### src/rtl/mem_arbiter_pkg.sv
// Shared types and defaults for the two-requester memory arbiter.
package mem_arbiter_pkg;
  localparam int AW_DEF           = 8;
  localparam int DW_DEF           = 8;
  localparam int STARVE_LIMIT_DEF = 4;

  typedef enum logic [1:0] {IDLE, ACCESS, RESP} state_t;
  typedef enum logic {OWN_CPU = 1'b0, OWN_HOST = 1'b1} owner_t;
endpackage

### src/rtl/mem_arbiter_if.sv
// Requester and RAM-side signals of the arbiter; slave = arbiter view.
interface mem_arbiter_if
  import mem_arbiter_pkg::*;
#(
  parameter int AW = AW_DEF,
  parameter int DW = DW_DEF
);
  logic          cpu_req, cpu_we, cpu_gnt, cpu_rvalid;
  logic [AW-1:0] cpu_addr;
  logic [DW-1:0] cpu_wdata;
  logic          host_req, host_we, host_gnt, host_rvalid;
  logic [AW-1:0] host_addr;
  logic [DW-1:0] host_wdata;
  logic [DW-1:0] rdata;
  logic          ram_en, ram_we;
  logic [AW-1:0] ram_addr;
  logic [DW-1:0] ram_wdata, ram_rdata;

  modport slave (
    input  cpu_req, cpu_we, cpu_addr, cpu_wdata,
    input  host_req, host_we, host_addr, host_wdata,
    input  ram_rdata,
    output cpu_gnt, cpu_rvalid, host_gnt, host_rvalid, rdata,
    output ram_en, ram_we, ram_addr, ram_wdata
  );

  modport master (
    output cpu_req, cpu_we, cpu_addr, cpu_wdata,
    output host_req, host_we, host_addr, host_wdata,
    output ram_rdata,
    input  cpu_gnt, cpu_rvalid, host_gnt, host_rvalid, rdata,
    input  ram_en, ram_we, ram_addr, ram_wdata
  );
endinterface

### src/rtl/mem_arbiter_starve_counter.sv
// Saturating count of CPU grants taken while the host was waiting.
module starve_counter
  import mem_arbiter_pkg::*;
#(
  parameter int LIMIT = STARVE_LIMIT_DEF
) (
  input  logic clk,
  input  logic reset,
  input  logic clr,
  input  logic inc,
  output logic atLimit
);
  localparam int CW = $clog2(LIMIT + 1);

  logic [CW-1:0] count;

  assign atLimit = (count == CW'(LIMIT));

  always_ff @(posedge clk or posedge reset) begin
    if (reset)                count <= '0;
    else if (clr)             count <= '0;
    else if (inc && !atLimit) count <= count + 1'b1;
  end
endmodule

### src/rtl/mem_arbiter.sv
// Single-port RAM arbiter: CPU has priority, host is promoted after
// STARVE_LIMIT consecutive CPU grants. One access in flight at a time.
module mem_arbiter
  import mem_arbiter_pkg::*;
#(
  parameter int AW           = AW_DEF,
  parameter int DW           = DW_DEF,
  parameter int STARVE_LIMIT = STARVE_LIMIT_DEF
) (
  input  logic          clk,
  input  logic          reset,
  mem_arbiter_if.slave  bus
);
  state_t        stateQ, stateD;
  owner_t        ownerQ;
  logic          cmdWe;
  logic [AW-1:0] cmdAddr;
  logic [DW-1:0] cmdWdata;
  logic          grantCpu, grantHost, hostWins, atLimit;

  assign hostWins = bus.host_req && (!bus.cpu_req || atLimit);

  always_ff @(posedge clk or posedge reset) begin
    if (reset) stateQ <= IDLE;
    else       stateQ <= stateD;
  end

  always_comb begin
    stateD    = stateQ;
    grantCpu  = 1'b0;
    grantHost = 1'b0;
    case (stateQ)
      IDLE: begin
        if (bus.cpu_req || bus.host_req) begin
          stateD    = ACCESS;
          grantHost = hostWins;
          grantCpu  = !hostWins;
        end
      end
      ACCESS:  stateD = cmdWe ? IDLE : RESP;
      RESP:    stateD = IDLE;
      default: stateD = IDLE;
    endcase
  end

  always_ff @(posedge clk or posedge reset) begin
    if (reset) begin
      ownerQ   <= OWN_CPU;
      cmdWe    <= 1'b0;
      cmdAddr  <= '0;
      cmdWdata <= '0;
    end else if (grantCpu) begin
      ownerQ   <= OWN_CPU;
      cmdWe    <= bus.cpu_we;
      cmdAddr  <= bus.cpu_addr;
      cmdWdata <= bus.cpu_wdata;
    end else if (grantHost) begin
      ownerQ   <= OWN_HOST;
      cmdWe    <= bus.host_we;
      cmdAddr  <= bus.host_addr;
      cmdWdata <= bus.host_wdata;
    end
  end

  // rdata is only loaded on the RESP edge, so it holds between reads
  always_ff @(posedge clk or posedge reset) begin
    if (reset) begin
      bus.cpu_gnt     <= 1'b0;
      bus.host_gnt    <= 1'b0;
      bus.cpu_rvalid  <= 1'b0;
      bus.host_rvalid <= 1'b0;
      bus.rdata       <= '0;
    end else begin
      bus.cpu_gnt     <= grantCpu;
      bus.host_gnt    <= grantHost;
      bus.cpu_rvalid  <= (stateQ == RESP) && (ownerQ == OWN_CPU);
      bus.host_rvalid <= (stateQ == RESP) && (ownerQ == OWN_HOST);
      if (stateQ == RESP) bus.rdata <= bus.ram_rdata;
    end
  end

  // RAM strobes decode straight from state so reset kills them at once
  assign bus.ram_en    = (stateQ == ACCESS);
  assign bus.ram_we    = (stateQ == ACCESS) && cmdWe;
  assign bus.ram_addr  = cmdAddr;
  assign bus.ram_wdata = cmdWdata;

  starve_counter #(.LIMIT(STARVE_LIMIT)) uStarve (
    .clk     (clk),
    .reset   (reset),
    .clr     (grantHost || ((stateQ == IDLE) && !bus.host_req)),
    .inc     (grantCpu && bus.host_req),
    .atLimit (atLimit)
  );
endmodule

### src/flat_wrapper.sv
// flat-port wrapper written by rule: the top's interface ports become plain ports
module mem_arbiter_flat import mem_arbiter_pkg::*;
#(
  parameter int AW           = AW_DEF,
  parameter int DW           = DW_DEF,
  parameter int STARVE_LIMIT = STARVE_LIMIT_DEF
)
  (clk, reset, bus_cpu_req, bus_cpu_we, bus_cpu_addr, bus_cpu_wdata, bus_host_req, bus_host_we, bus_host_addr, bus_host_wdata, bus_ram_rdata, bus_cpu_gnt, bus_cpu_rvalid, bus_host_gnt, bus_host_rvalid, bus_rdata, bus_ram_en, bus_ram_we, bus_ram_addr, bus_ram_wdata);
  mem_arbiter_if #(.AW(AW), .DW(DW)) bus_i ();
  input  logic clk;
  input  logic reset;
  input wire logic [$bits(bus_i.cpu_req)-1:0] bus_cpu_req;
  input wire logic [$bits(bus_i.cpu_we)-1:0] bus_cpu_we;
  input wire logic [$bits(bus_i.cpu_addr)-1:0] bus_cpu_addr;
  input wire logic [$bits(bus_i.cpu_wdata)-1:0] bus_cpu_wdata;
  input wire logic [$bits(bus_i.host_req)-1:0] bus_host_req;
  input wire logic [$bits(bus_i.host_we)-1:0] bus_host_we;
  input wire logic [$bits(bus_i.host_addr)-1:0] bus_host_addr;
  input wire logic [$bits(bus_i.host_wdata)-1:0] bus_host_wdata;
  input wire logic [$bits(bus_i.ram_rdata)-1:0] bus_ram_rdata;
  output wire logic [$bits(bus_i.cpu_gnt)-1:0] bus_cpu_gnt;
  output wire logic [$bits(bus_i.cpu_rvalid)-1:0] bus_cpu_rvalid;
  output wire logic [$bits(bus_i.host_gnt)-1:0] bus_host_gnt;
  output wire logic [$bits(bus_i.host_rvalid)-1:0] bus_host_rvalid;
  output wire logic [$bits(bus_i.rdata)-1:0] bus_rdata;
  output wire logic [$bits(bus_i.ram_en)-1:0] bus_ram_en;
  output wire logic [$bits(bus_i.ram_we)-1:0] bus_ram_we;
  output wire logic [$bits(bus_i.ram_addr)-1:0] bus_ram_addr;
  output wire logic [$bits(bus_i.ram_wdata)-1:0] bus_ram_wdata;
  assign bus_i.cpu_req = bus_cpu_req;
  assign bus_i.cpu_we = bus_cpu_we;
  assign bus_i.cpu_addr = bus_cpu_addr;
  assign bus_i.cpu_wdata = bus_cpu_wdata;
  assign bus_i.host_req = bus_host_req;
  assign bus_i.host_we = bus_host_we;
  assign bus_i.host_addr = bus_host_addr;
  assign bus_i.host_wdata = bus_host_wdata;
  assign bus_i.ram_rdata = bus_ram_rdata;
  assign bus_cpu_gnt = bus_i.cpu_gnt;
  assign bus_cpu_rvalid = bus_i.cpu_rvalid;
  assign bus_host_gnt = bus_i.host_gnt;
  assign bus_host_rvalid = bus_i.host_rvalid;
  assign bus_rdata = bus_i.rdata;
  assign bus_ram_en = bus_i.ram_en;
  assign bus_ram_we = bus_i.ram_we;
  assign bus_ram_addr = bus_i.ram_addr;
  assign bus_ram_wdata = bus_i.ram_wdata;
  mem_arbiter #(.AW(AW), .DW(DW), .STARVE_LIMIT(STARVE_LIMIT)) u_core (.clk(clk), .reset(reset), .bus(bus_i));
endmodule
### config.mk
export PLATFORM = sky130hd
export DESIGN_NAME = mem_arbiter_flat
export DESIGN_NICKNAME = d
export VERILOG_FILES = /design/src/rtl/mem_arbiter_pkg.sv /design/src/rtl/mem_arbiter_if.sv /design/src/rtl/mem_arbiter_starve_counter.sv /design/src/rtl/mem_arbiter.sv /design/src/flat_wrapper.sv
export SDC_FILE = /design/constraint.sdc
export NUM_CORES = 1
export LEC_CHECK = 0
export CAP_MARGIN = 15
export CELL_PAD_IN_SITES_DETAIL_PLACEMENT = 2
export CELL_PAD_IN_SITES_GLOBAL_PLACEMENT = 2
export CORE_ASPECT_RATIO = 0.9
export CORE_UTILIZATION = 26
export CTS_BUF_LIST = sky130_fd_sc_hd__clkbuf_8
export DETAILED_ROUTE_END_ITERATION = 8
export GPL_TIMING_DRIVEN = 0
export PLACE_DENSITY_LB_ADDON = 0.2
export SETUP_SLACK_MARGIN = 0.4
export SYNTH_ARGS = -nofsm -noshare
export SYNTH_HDL_FRONTEND = slang
export SYNTH_HIERARCHICAL = 1
export SYNTH_SLANG_ARGS = --single-unit
### constraint.sdc
create_clock -name clk -period 2.82 [get_ports clk]
set_input_delay 0.423 -clock clk [delete_from_list [all_inputs] [get_ports clk]]
set_output_delay 0.423 -clock clk [all_outputs]
set_load 0.02 [all_outputs]
; ---- Word-level counts from Yosys, hierarchy flattened
; Index checks and enable logic that the tools add are counted.
[op_classes]
addsub = 1
n_reduce_logical = 17
n_eq_ne = 4
muxes = 17
n_bitwise = 1
[op_table]
columns = operator, n
row1 = $mux W8, 4
row2 = $mux W1, 8
row3 = $logic_and A1 B1 Y1, 7
row4 = $mux W3, 2
row5 = $logic_not A1 Y1, 4
row6 = $mux W2, 2
row7 = $pmux W2 S2, 1
row8 = $reduce_bool A2 Y1, 2
row9 = $add A3 B1 Y3 const B, 1
row10 = $eq A3 B3 Y1 const B, 1
row11 = $logic_or A1 B1 Y1, 3
row12 = $eq A2 B1 Y1 const B, 1
row13 = $eq A2 B2 Y1 const B, 1
row14 = $logic_not A2 Y1, 1
row15 = $ne A2 B1 Y1 const B, 1
row16 = $not A1 Y1, 1
[totals]
output_inout_bits = 30
elab_cells = 51
reg_bits = 35
input_bits = 46

; ---- Depth between registers and ports, before layout
[logic_depth]
depth_word = 10
mapped_depth = 9
depth_no_buf = 7

; ---- Hierarchy
; The synthesis kept the hierarchy.
[modules_own_cells]
columns = mod, instances, cells_each, seq_area_each_um2, area_each_um2
row1 = mem_arbiter, 1, 141, 800.8, 1577.8
row2 = starve_counter, 1, 19, 75.1, 196.4

; ---- Least setup slack after synthesis
; No wires, ideal clock.
[synth_timing]
kind = register to register
start = register u_core.uStarve.count[0]
end = register u_core.uStarve.count[0]
setup_ps = 125
arrival_time_ps = 1863
synth_period_minus_slack_ps = 1988
n_path_buf = 2
t_required_ps = 2695
stages_incl_launch_ff = 10
setup_slack_ps = 832
cell_sequence = dfrtp_1 > inv_1 > ha_1 > and2_1 > nor2b_1 > buf_2 > buf_2 > and3_1 > a21boi_2 > mux2_4
[synth_between]
elab_chain_len = 9
elab_cells_between_ends = 16
classes_between = 1 x add/sub / 1 x eq/ne / 6 x mux / 8 x reduce/logical
[synth_lines]
columns = element, line_no
row1 = "start, declared", mem_arbiter_starve_counter.sv:15  ; logic [CW-1:0] count;
row2 = "start signal, assigned", mem_arbiter_starve_counter.sv:22  ; else if (inc && !atLimit) count <= count + 1'b1;
row3 = $eq A3 B3 Y1 *, mem_arbiter_starve_counter.sv:17  ; assign atLimit = (count == CW'(LIMIT));
row4 = net u_core.atLimit, mem_arbiter.sv:19  ; logic grantCpu, grantHost, hostWins, atLimit;
row5 = $logic_or A1 B1 Y1, mem_arbiter.sv:21  ; assign hostWins = bus.host_req && (!bus.cpu_req || atLimit);
row6 = $logic_and A1 B1 Y1, mem_arbiter.sv:21
row7 = $logic_not A1 Y1, mem_arbiter.sv:37  ; grantCpu = !hostWins;
row8 = $mux W1, mem_arbiter.sv:34  ; if (bus.cpu_req || bus.host_req) begin
row9 = $mux W1, mem_arbiter.sv:32  ; case (stateQ)
row10 = $logic_and A1 B1 Y1, mem_arbiter.sv:92  ; .inc (grantCpu && bus.host_req),
row11 = $logic_and A1 B1 Y1, mem_arbiter_starve_counter.sv:22
row12 = $reduce_bool A2 Y1 (no source line), --
; Mark *: on every way through the listed nets, which the timed path passes. The rest lies on a longest branch. The select of a mux whose other input is x is not followed.
; A chain may end at the register's enable or synchronous reset.

; ---- Worst setup path after layout
; Same ends and word-level chain as after synthesis.

==> results.md <==
* F_max at 434 MHz
* Clk sinks at 35
* First-pass GRT wire length at 9080 um
* CP Launch Type: flip-flop
* Starting Density at 0.269
* Kind of end point of the critical path: flip-flop
* Final wirelength at 5620 um
* Final hold vios at 0
* Commonest non-fill, non-tap cell in the layout: clkdlybuf4s50_1
* Die width at 89.1 um
* Tightest Pin Transition at 0.584 ns
* WS Path Type: reg -> reg
* Mapped Cells at 160
* Critical path arrival at between 2 and 2.5 ns
* # DRC at 0
* Post-synth top area share at 0.494
* I/O Buffers at 75
* WP data required at about 3.0 ns
* Layout cell share with drive strength beyond 1 at 0.172
* Final Cycle Share at 0.817
* Clock Root Buffer: clkbuf_8
* First drt pass iteration count at 4
* Vias in the first global route at between 1500 and 2000
* Max clock buf depth at 2
* Yosys cell types at 32
* Clock transition at path regs at 0.07 ns
* Floorplan row count at 28
* Post-Route Skew at 0.00861 ns
* Final #Nets at 291
* Hold crit path type: in -> async
* Core Area at around 6600 um^2
* Number of H-tree levels at 2
* Synth area leader: dfrtp_1
* Yosys reg bits at 35
* Antenna Nets Post-Route at 0
* RSZ-0062 raised after global routing: false
* Final GP Congestion at 0.710
* Final TNS setup at 0 ns
* DR WL/cell at around 17 um
* Post-CTS Resized at 0
* Clock Latency Late Sink at 0.29 ns
* Most frequent cells in the layout: clkdlybuf4s50_1 (75), dfrtp_1 (35), o21ai_0 (17), nand3_1 (17), a21oi_1 (10)
* Worst slew margin at 0.610
* Die Y-Extent at between 80 and 90 um
* Mapped Area at 1770 um^2
* Layout area overhead at 55.1%
* Hold Buf Count CTS at 0
* R2R depth at 9
* Post-DP HPWL at 4180 um
* Antenna Cells at 0
* Avg Inst Size Synth at 11.1 um^2
* Ys Warns at 6
* Status: finished clean
* # setup viols final at 0
* Post-CTS Setup Inserts at 0
* PwrDens at 986 nW/um^2
* Initial antenna violation count at 0
* All-layer global routing usage at 0.170
* Seq/Total Area, Yosys at 0.494
* Total gr overflow at 0
* Worst Hold Slack at roughly 0.33 ns
* Num CTS Buffers at 5
* Dominant cells by area after synthesis: dfrtp_1 (49%), a31oi_2 (6.3%), mux2_1 (5.1%)
* Synthesized Nets at 208
* DRT iter0 DRCs at 15
* Pin count of the biggest net entering global routing at 23
* Tmin final at 2.30 ns
* Leak pwr at between 1 and 1.5 nW
* # IOs at 76
* Max-Cap Viols at 0
* Die ar. at 7160 um^2
* Via Count at 1571
* CP Max Fanout at 10
* CTS tree: built
* Avg Vias per Cell at 4.70
* Peak VDD IR at 0.261 mV
* Final Slew Violations at 0
[final timing paths]
kind                                            to                     from  slack, ns
min                        u_core/uStarve/count[0]                    reset       0.33
max reg2reg                u_core/uStarve/count[0]  u_core/uStarve/count[0]       0.52
max in group asynchronous      u_core/bus.rdata[4]                    reset       1.79
min in group clk             u_core/bus.cpu_rvalid            u_core/ownerQ       0.47
min reg2reg                  u_core/bus.cpu_rvalid            u_core/ownerQ       0.47
max                        u_core/uStarve/count[0]  u_core/uStarve/count[0]       0.52
[power breakdown]
part           internal [W]  switching (W)
sequential         0.000729       0.000142
clock              0.000169       0.000187
combinational      0.000726       0.000762
[synthesized netlist by cell type]
library cell   n
ha_1           2
dfrtp_1       35
a21oi_1       10
a31oi_2        9
a21boi_2       1
clkbuf_1       3
mux2_1         8
buf_2          4
a31oi_1        8
nor2_1         3
mux2_4         1
buf_6          3
or2_1          1
buf_12         1
nor2_4         1
nand2_8        1
inv_2          1
and4b_1        1
buf_4          2
o21ai_0       17
inv_1          5
a21o_1         1
nor2b_1        4
and2_1         2
and3_1         2
a21oi_2        9
nor3_1         1
inv_6          1
nand2b_1       4
mux2i_1        1
a21boi_1       1
nand3_1       17
[critical path: stages (launching register included)]
cell      delay (ns)
dfrtp_1         0.40
inv_1           0.06
ha_1            0.23
and2_1          0.19
nor2b_1         0.10
buf_2           0.21
buf_4           0.21
and3_1          0.21
a21boi_2        0.25
mux2_4          0.32
[metal layers]
| metal | vias up | GRT usage | share of wire |
|---|---|---|---|
| li1 | 740 | - | - |
| met1 | 782 | 0.216 | 0.45 |
| met2 | 43 | 0.292 | 0.49 |
| met3 | 6 | 0.0339 | 0.054 |
| met4 | 0 | 0.0476 | 0.0093 |
| met5 | - | 0 | 0 |
[final cells by class]
cell class,count,area (um^2)
Buffer,13,103
Clock inverter,3,16.3
Timing Repair Buffer,76,778
Inverter,7,31.3
Clock buffer,5,68.8
Sequential cell,35,876
Tap cell,90,113
Fill cell,755,3830
Multi-Input combinational cell,105,767
[registers in the layout, summed over array words and instances, names as in the netlist]
signal,cells
u_core/uStarve/count,3
u_core/bus.rdata,8
u_core/bus.ram_addr,8
u_core/bus.cpu_gnt,1
u_core/bus.host_gnt,1
u_core/cmdWe,1
u_core/stateQ,2
u_core/bus.cpu_rvalid,1
u_core/bus.host_rvalid,1
u_core/bus.ram_wdata,8
u_core/ownerQ,1
[logic make-up after synthesis]
logic type	synth area share
AO/OA/AOI/OAI	0.227
adder cells (fa/ha/maj)	0.0141
buffers and inverters	0.0740
flip-flops	0.494
multiplexers	0.0649
AND/OR/NAND/NOR	0.126
[stage by stage]
step | cell area [um^2] | utilization | total power [W] | cells | setup slack (ns)
5_1_grt | 2750 | 0.418 | 0.00289 | 334 | 0.404
6_report | 2750 | 0.418 | 0.00271 | 334 | 0.517
3_3_place_gp | 2640 | 0.400 | 0.00234 | 325 | 0.406
2_1_floorplan | 1770 | - | 0.00172 | 160 | 0.832
4_1_cts | 2750 | 0.418 | 0.00276 | 334 | 0.456
3_5_place_dp | 2670 | 0.405 | 0.00239 | 326 | 0.371
Power figures use the tool's default switching activity.
